File: config.mk
export PLATFORM = sky130hd
export DESIGN_NAME = pwm_multi_flat
export DESIGN_NICKNAME = d
export VERILOG_FILES = /design/src/rtl/pwm_multi_pkg.sv /design/src/rtl/pwm_multi_if.sv /design/src/rtl/pwm_multi_timebase.sv /design/src/rtl/pwm_multi.sv /design/src/flat_wrapper.sv
export SDC_FILE = /design/constraint.sdc
export NUM_CORES = 1
export LEC_CHECK = 0
export CAP_MARGIN = 0
export CELL_PAD_IN_SITES_DETAIL_PLACEMENT = 0
export CELL_PAD_IN_SITES_GLOBAL_PLACEMENT = 1
export CORE_MARGIN = 2
export CORE_UTILIZATION = 42
export CTS_CLUSTER_DIAMETER = 50
export DETAILED_ROUTE_END_ITERATION = 7
export PLACE_DENSITY_LB_ADDON = 0.1
export SLEW_MARGIN = 20
export SYNTH_ARGS = -nofsm -noshare
export SYNTH_HDL_FRONTEND = slang
export SYNTH_SLANG_ARGS = --single-unit
File: constraint.sdc
create_clock -name clk -period 4.6 [get_ports clk]
set_input_delay 0.92 -clock clk [delete_from_list [all_inputs] [get_ports clk]]
set_output_delay 0.92 -clock clk [all_outputs]
set_load 0.02 [all_outputs]
File: src/rtl/pwm_multi_pkg.sv
// Shared constants for the multi-channel PWM block.
//  PWM_MODE_*  : counting mode encodings for center_mode
//  dir_e       : up/down direction of the centre-aligned counter
//  *_DEF       : default parameter values used by the top and interface
package pwm_multi_pkg;

  localparam logic PWM_MODE_EDGE   = 1'b0;
  localparam logic PWM_MODE_CENTER = 1'b1;

  typedef enum logic {
    DIR_UP   = 1'b0,
    DIR_DOWN = 1'b1
  } dir_e;

  localparam int unsigned CHANNELS_DEF   = 4;
  localparam int unsigned WIDTH_DEF      = 8;
  localparam int unsigned PRESCALE_W_DEF = 8;

endpackage

File: src/rtl/pwm_multi_if.sv
// Register-side bundle of the multi-channel PWM block.
//  master : register interface (drives config, observes status/outputs)
//  slave  : pwm_multi (consumes config, drives pwm_out/period_tick/update_pend)
interface pwm_multi_if #(
  parameter int unsigned CHANNELS   = 4,
  parameter int unsigned WIDTH      = 8,
  parameter int unsigned PRESCALE_W = 8
);

  logic                      enable;
  logic [PRESCALE_W-1:0]     prescale;
  logic [WIDTH-1:0]          period;
  logic                      center_mode;
  logic [CHANNELS*WIDTH-1:0] level;
  logic [CHANNELS-1:0]       invert;
  logic                      update_req;

  logic [CHANNELS-1:0]       pwm_out;
  logic                      period_tick;
  logic                      update_pend;

  modport master (
    output enable, prescale, period, center_mode, level, invert, update_req,
    input  pwm_out, period_tick, update_pend
  );

  modport slave (
    input  enable, prescale, period, center_mode, level, invert, update_req,
    output pwm_out, period_tick, update_pend
  );

endinterface

File: src/rtl/pwm_multi_timebase.sv
// Shared timebase: prescaler, period counter and direction, boundary detect.
//  clk, reset   : clock, synchronous active-high reset
//  enable       : 0 holds prescaler, counter and direction
//  prescale     : tick every prescale+1 clocks
//  period_sh    : shadowed counter top value
//  mode_sh      : shadowed counting mode (edge / centre)
//  count        : registered counter value
//  boundary_c   : combinational, high in the cycle that ends a period
module pwm_multi_timebase
  import pwm_multi_pkg::*;
#(
  parameter int unsigned WIDTH      = WIDTH_DEF,
  parameter int unsigned PRESCALE_W = PRESCALE_W_DEF
) (
  input  logic                  clk,
  input  logic                  reset,
  input  logic                  enable,
  input  logic [PRESCALE_W-1:0] prescale,
  input  logic [WIDTH-1:0]      period_sh,
  input  logic                  mode_sh,
  output logic [WIDTH-1:0]      count,
  output logic                  boundary_c
);

  logic [PRESCALE_W-1:0] psc_cnt;
  logic [PRESCALE_W-1:0] psc_nxt;
  logic [WIDTH-1:0]      count_nxt;
  dir_e                  dir;
  dir_e                  dir_nxt;
  logic                  tick_c;

  // State registers
  always_ff @(posedge clk) begin
    if (reset) begin
      psc_cnt <= '0;
      count   <= '0;
      dir     <= DIR_UP;
    end else begin
      psc_cnt <= psc_nxt;
      count   <= count_nxt;
      dir     <= dir_nxt;
    end
  end

  // Next-state: prescaler tick, then counter step / reversal / boundary
  always_comb begin
    psc_nxt    = psc_cnt;
    count_nxt  = count;
    dir_nxt    = dir;
    tick_c     = 1'b0;
    boundary_c = 1'b0;

    // >= so a prescale lowered below the running count still ticks and wraps
    if (enable) begin
      if (psc_cnt >= prescale) begin
        tick_c  = 1'b1;
        psc_nxt = '0;
      end else begin
        psc_nxt = psc_cnt + PRESCALE_W'(1);
      end
    end

    if (tick_c) begin
      if (mode_sh == PWM_MODE_EDGE) begin
        if (count >= period_sh) begin
          boundary_c = 1'b1;
        end else begin
          count_nxt = count + WIDTH'(1);
        end
      end else begin
        if (period_sh == '0) begin
          boundary_c = 1'b1;
        end else if (dir == DIR_DOWN) begin
          // last down-step (1 -> 0) closes the period
          if (count <= WIDTH'(1)) begin
            boundary_c = 1'b1;
          end else begin
            count_nxt = count - WIDTH'(1);
          end
        end else begin
          if (count >= period_sh) begin
            dir_nxt   = DIR_DOWN;
            count_nxt = count - WIDTH'(1);
          end else begin
            count_nxt = count + WIDTH'(1);
            if (count_nxt == period_sh) begin
              dir_nxt = DIR_DOWN;
            end
          end
        end
      end

      // every period restarts counting up from zero
      if (boundary_c) begin
        count_nxt = '0;
        dir_nxt   = DIR_UP;
      end
    end
  end

endmodule

File: src/rtl/pwm_multi.sv
// Multi-channel PWM: shared timebase, shadowed config, per-channel compare.
//  clk, reset : clock, synchronous active-high reset
//  bus        : pwm_multi_if.slave
//               in : enable, prescale, period, center_mode, level, invert, update_req
//               out: pwm_out (registered), period_tick (1-clk pulse), update_pend
module pwm_multi
  import pwm_multi_pkg::*;
#(
  parameter int unsigned CHANNELS   = CHANNELS_DEF,
  parameter int unsigned WIDTH      = WIDTH_DEF,
  parameter int unsigned PRESCALE_W = PRESCALE_W_DEF
) (
  input  logic      clk,
  input  logic      reset,
  pwm_multi_if.slave bus
);

  logic [WIDTH-1:0]    period_sh;
  logic                mode_sh;
  logic [WIDTH-1:0]    level_sh [CHANNELS];
  logic [WIDTH-1:0]    count;
  logic                boundary_c;
  logic                load_c;
  logic [CHANNELS-1:0] cmp_c;
  logic [CHANNELS-1:0] pwm_q;
  logic                tick_q;
  logic                pend_q;

  pwm_multi_timebase #(
    .WIDTH      (WIDTH),
    .PRESCALE_W (PRESCALE_W)
  ) u_timebase (
    .clk        (clk),
    .reset      (reset),
    .enable     (bus.enable),
    .prescale   (bus.prescale),
    .period_sh  (period_sh),
    .mode_sh    (mode_sh),
    .count      (count),
    .boundary_c (boundary_c)
  );

  // Shadows follow live config during reset and at an update boundary
  assign load_c = reset | (boundary_c & (pend_q | bus.update_req));

  always_ff @(posedge clk) begin
    if (load_c) begin
      period_sh <= bus.period;
      mode_sh   <= bus.center_mode;
      for (int i = 0; i < int'(CHANNELS); i++) begin
        level_sh[i] <= bus.level[i*WIDTH +: WIDTH];
      end
    end
  end

  // Update handshake and period pulse; a boundary always consumes a pending update
  always_ff @(posedge clk) begin
    if (reset) begin
      pend_q <= 1'b0;
      tick_q <= 1'b0;
    end else begin
      tick_q <= boundary_c;
      if (boundary_c) begin
        pend_q <= 1'b0;
      end else if (bus.update_req) begin
        pend_q <= 1'b1;
      end
    end
  end

  // Per-channel compare; polarity taken live so it is never delayed by the shadow
  for (genvar g = 0; g < int'(CHANNELS); g++) begin : g_ch
    assign cmp_c[g] = (count < level_sh[g]) ^ bus.invert[g];
  end

  // Output flops: idle level is the channel polarity while disabled
  always_ff @(posedge clk) begin
    if (reset) begin
      pwm_q <= '0;
    end else if (!bus.enable) begin
      pwm_q <= bus.invert;
    end else begin
      pwm_q <= cmp_c;
    end
  end

  assign bus.pwm_out     = pwm_q;
  assign bus.period_tick = tick_q;
  assign bus.update_pend = pend_q;

endmodule

File: src/flat_wrapper.sv
// flat-port wrapper written by rule: the top's interface ports become plain ports
module pwm_multi_flat import pwm_multi_pkg::*;
#(
  parameter int unsigned CHANNELS   = CHANNELS_DEF,
  parameter int unsigned WIDTH      = WIDTH_DEF,
  parameter int unsigned PRESCALE_W = PRESCALE_W_DEF
)
  (clk, reset, bus_enable, bus_prescale, bus_period, bus_center_mode, bus_level, bus_invert, bus_update_req, bus_pwm_out, bus_period_tick, bus_update_pend);
  pwm_multi_if #(.CHANNELS(CHANNELS), .WIDTH(WIDTH), .PRESCALE_W(PRESCALE_W)) bus_i ();
  input  logic clk;
  input  logic reset;
  input wire logic [$bits(bus_i.enable)-1:0] bus_enable;
  input wire logic [$bits(bus_i.prescale)-1:0] bus_prescale;
  input wire logic [$bits(bus_i.period)-1:0] bus_period;
  input wire logic [$bits(bus_i.center_mode)-1:0] bus_center_mode;
  input wire logic [$bits(bus_i.level)-1:0] bus_level;
  input wire logic [$bits(bus_i.invert)-1:0] bus_invert;
  input wire logic [$bits(bus_i.update_req)-1:0] bus_update_req;
  output wire logic [$bits(bus_i.pwm_out)-1:0] bus_pwm_out;
  output wire logic [$bits(bus_i.period_tick)-1:0] bus_period_tick;
  output wire logic [$bits(bus_i.update_pend)-1:0] bus_update_pend;
  assign bus_i.enable = bus_enable;
  assign bus_i.prescale = bus_prescale;
  assign bus_i.period = bus_period;
  assign bus_i.center_mode = bus_center_mode;
  assign bus_i.level = bus_level;
  assign bus_i.invert = bus_invert;
  assign bus_i.update_req = bus_update_req;
  assign bus_pwm_out = bus_i.pwm_out;
  assign bus_period_tick = bus_i.period_tick;
  assign bus_update_pend = bus_i.update_pend;
  pwm_multi #(.CHANNELS(CHANNELS), .WIDTH(WIDTH), .PRESCALE_W(PRESCALE_W)) u_core (.clk(clk), .reset(reset), .bus(bus_i));
endmodule
==> impl_results.md <==
- Vias in the first global route: between 2000 and 3000
- Outcome: finished, final reports clean
- Antenna viol nets, final: 0
- Top delay family on crit path: compound AO/OA/AOI/OAI gates
- Setup Buffers After CTS: 0
- Number of diodes: 0
- # setup viols final: 0
- Share of layout cells above drive strength 1: between 4 and 5%
- Max incr delay on CP: 0.56 ns
- Vias per inst: around 5.1
- Clk buf depth: 2
- Mean area per synthesized cell: roughly 10 um^2
- Pin count of the biggest net entering global routing: 22
- Setup TNS Final: 0 ns
- First-pass GRT wire length: around 12000 um
- Dpl hpwl: about 5400 um
- Total gr overflow: 0
- Routability cong.: 0.865
- Fin crit share: around 70%
- Hold-fix buffer count after cts: 0
- Final hold viol count: 0
- Area of the multi-input gates: ~0.0018 mm^2
- Yosys top cell by area: edfxtp_1
- CTS Buf Count: 9
- Rel. slew slack: 46.1%
- Ys async rst share: 0%
- Distinct cell type count after synthesis: 44
- Worst path cell trace: clkdlybuf4s50_1 > ha_1 > nand2b_1 > a2111oi_0 > o211ai_1 > nand2_1 > nand2b_1 > a31oi_1
- Slew @ Worst Pin: 0.807 ns
- Core area: about 0.0086 mm^2
- Clk_lat worst skew: ~0.35 ns
- Pins Over Slew Limit: 0
- Crit Path Max Fanout: 13
- Nets: 520
- CTS tree: yes
- Worst Setup Start Kind: input port
- Top cells by count, synth: ha_1, inv_1, edfxtp_1
- RSZ-0062 raised after global routing: false
- Clock-pin transition on the worst setup and hold timing paths: ~0.070 ns
- DRC viols: 0
- Drt pass-1 iters: 4
- CTS sink cnt: 64
- Post-Syn Nets: 455
- Leak: about 2.1 nW
- Worst vdd ir: 0.214 mV
- 1st-iter DRT viols: between 90 and 100
- Placed Instances: 512
- CP max stage cell: a2111oi_0
- Initial antenna violation count: 0
- Detailed Route WL: 7330 um
- Top FF cell, synth: edfxtp_1
- Die Y: 97.5 um
- Worst Hold Class: reg -> reg
- CTS resizes: 0
- Cell mode on critical path: nand2b_1
- Area share of the largest cell type after synthesis: approximately a third
- Post-Syn Area: 0.00367 mm^2
- Post-synthesis cell count: 350
- H-tree level count: 3
- Fill count: between 700 and 800
- Post-synthesis sequential area ratio: a little under half
- Max Freq: between 300 and 400 MHz
- Initial Util: about 43%
- CP required: 4.87 ns
- EDFF count, synth: 41
- PortBufs: 62
- Clock skew: approximately 0.0086 ns
- Syn. warnings: 0
- Num rows: 34
- Crit end category: flip-flop
- Crit path buf inv count: 1
- CP Class: in -> reg
- IO Count: 63
- WP data arrival: 3.59 ns
- Die area: around 0.0095 mm^2
- Largest cells by area after synthesis: edfxtp_1, ha_1, dfxtp_1
- Reg area: ~0.0017 mm^2
- Vias: around 2700
- WL per Instance: approximately 14 um
- Non-Filler Instances: between 500 and 600
- Max Cap Violations: 0
- Total Power: approximately 1.4 mW
- PD cells: 298 mW/mm^2
- Area delta synth->final: 26.3%
- Crit path time final: between 3 and 4 ns
- Post-synthesis register bit count: between 60 and 70
- Die width: 97.5 um
- GRT Overall Usage: 16.5%
- Root Buffer: clkbuf_8
[flip-flops by register name, indices dropped and copies added (netlist names)]
| register | cells |
|---|---|
| u_core.period_sh | 8 |
| u_core.mode_sh | 1 |
| u_core.u_timebase.psc_cnt | 8 |
| u_core.bus.pwm_out | 4 |
| u_core.bus.period_tick | 1 |
| u_core.u_timebase.dir | 1 |
| u_core.u_timebase.count | 8 |
| u_core.level_sh | 32 |
| u_core.bus.update_pend | 1 |
[tightest hold or removal path, delay by kind of cell, from the launching register on]
kind | cells | cell delay [ns]
xor gates and xnor gates | 1 | 0.07
and+or+nand+nor | 1 | 0.07
DFF | 1 | 0.35
[final cells by class]
type,count,area share [%]
sequential,64,36.5
timing repair buffer,63,13.8
clock buffer,10,2.75
clock inverter,6,2.00
tap,108,2.91
inverter,48,3.89
multi-input combinational,229,38.2
[kinds of logic after synthesis]
group           after synthesis  synth area share (%)
simple gates                 86                  12.2
compound gates               66                  12.2
flops                        64                  46.1
buf+inv                      57                  6.06
fa+ha+maj                    48                  16.4
xor+xnor                     23                  5.49
mux                           6                  1.64
[report_power, final]
part	leakage [nW]	internal, mW	total (mW)	switching (mW)
combinational	1.42	0.0965	0.172	0.0752
sequential	0.588	0.650	0.670	0.0206
clock	0.103	0.308	0.539	0.231
total	2.11	1.05	1.38	0.327
[layout by cell type (no fill, tap or decap), types with 3 or more instances in the layout]
cell type	count
o21ai_0	9
clkdlybuf4s50_1	62
nand2b_1	12
edfxtp_1	41
clkbuf_8	9
a221oi_1	4
ha_1	48
a21o_1	12
o211a_1	4
nand2_1	14
nor4_1	4
o211ai_1	3
xnor2_1	10
inv_1	48
nor2_1	19
nand3_1	13
xor2_1	13
nand4_1	3
a21oi_1	15
nor3_1	6
mux2i_1	6
dfxtp_1	23
or4_1	6
a31oi_1	7
[final timing paths]
path	slack, ns	start	end	depth (start not counted)
max	1.28	bus_prescale[0]	u_core.u_timebase.count[7]	8
min	0.52	u_core.u_timebase.psc_cnt[7]	u_core.u_timebase.psc_cnt[7]	2
max reg2reg	1.33	u_core.u_timebase.count[0]	u_core.mode_sh	8
min reg2reg	0.52	u_core.u_timebase.psc_cnt[7]	u_core.u_timebase.psc_cnt[7]	2
[layer usage]
layer | track usage, % | vias up | wire length, um
met1 | 19.8 | 1236 | 3370
met2 | 28.2 | 52 | 3530
met3 | 4.68 | 11 | 289
li1 | - | 1380 | -
met5 | 0 | - | 0
met4 | 5.77 | 0 | 128
[per-stage QoR]
stage	utilization (%)	hold WS (ns)	setup WS [ns]	area, um^2
floorplan	-	0.483	0.451	3670
global placement	51.4	0.495	1.05	4420
detailed placement	51.4	0.508	0.954	4420
CTS	54.0	0.528	1.26	4640
global route	54.0	0.564	1.02	4640
finish	54.0	0.525	1.28	4640
No activity file was read; power rests on OpenSTA's default activity.
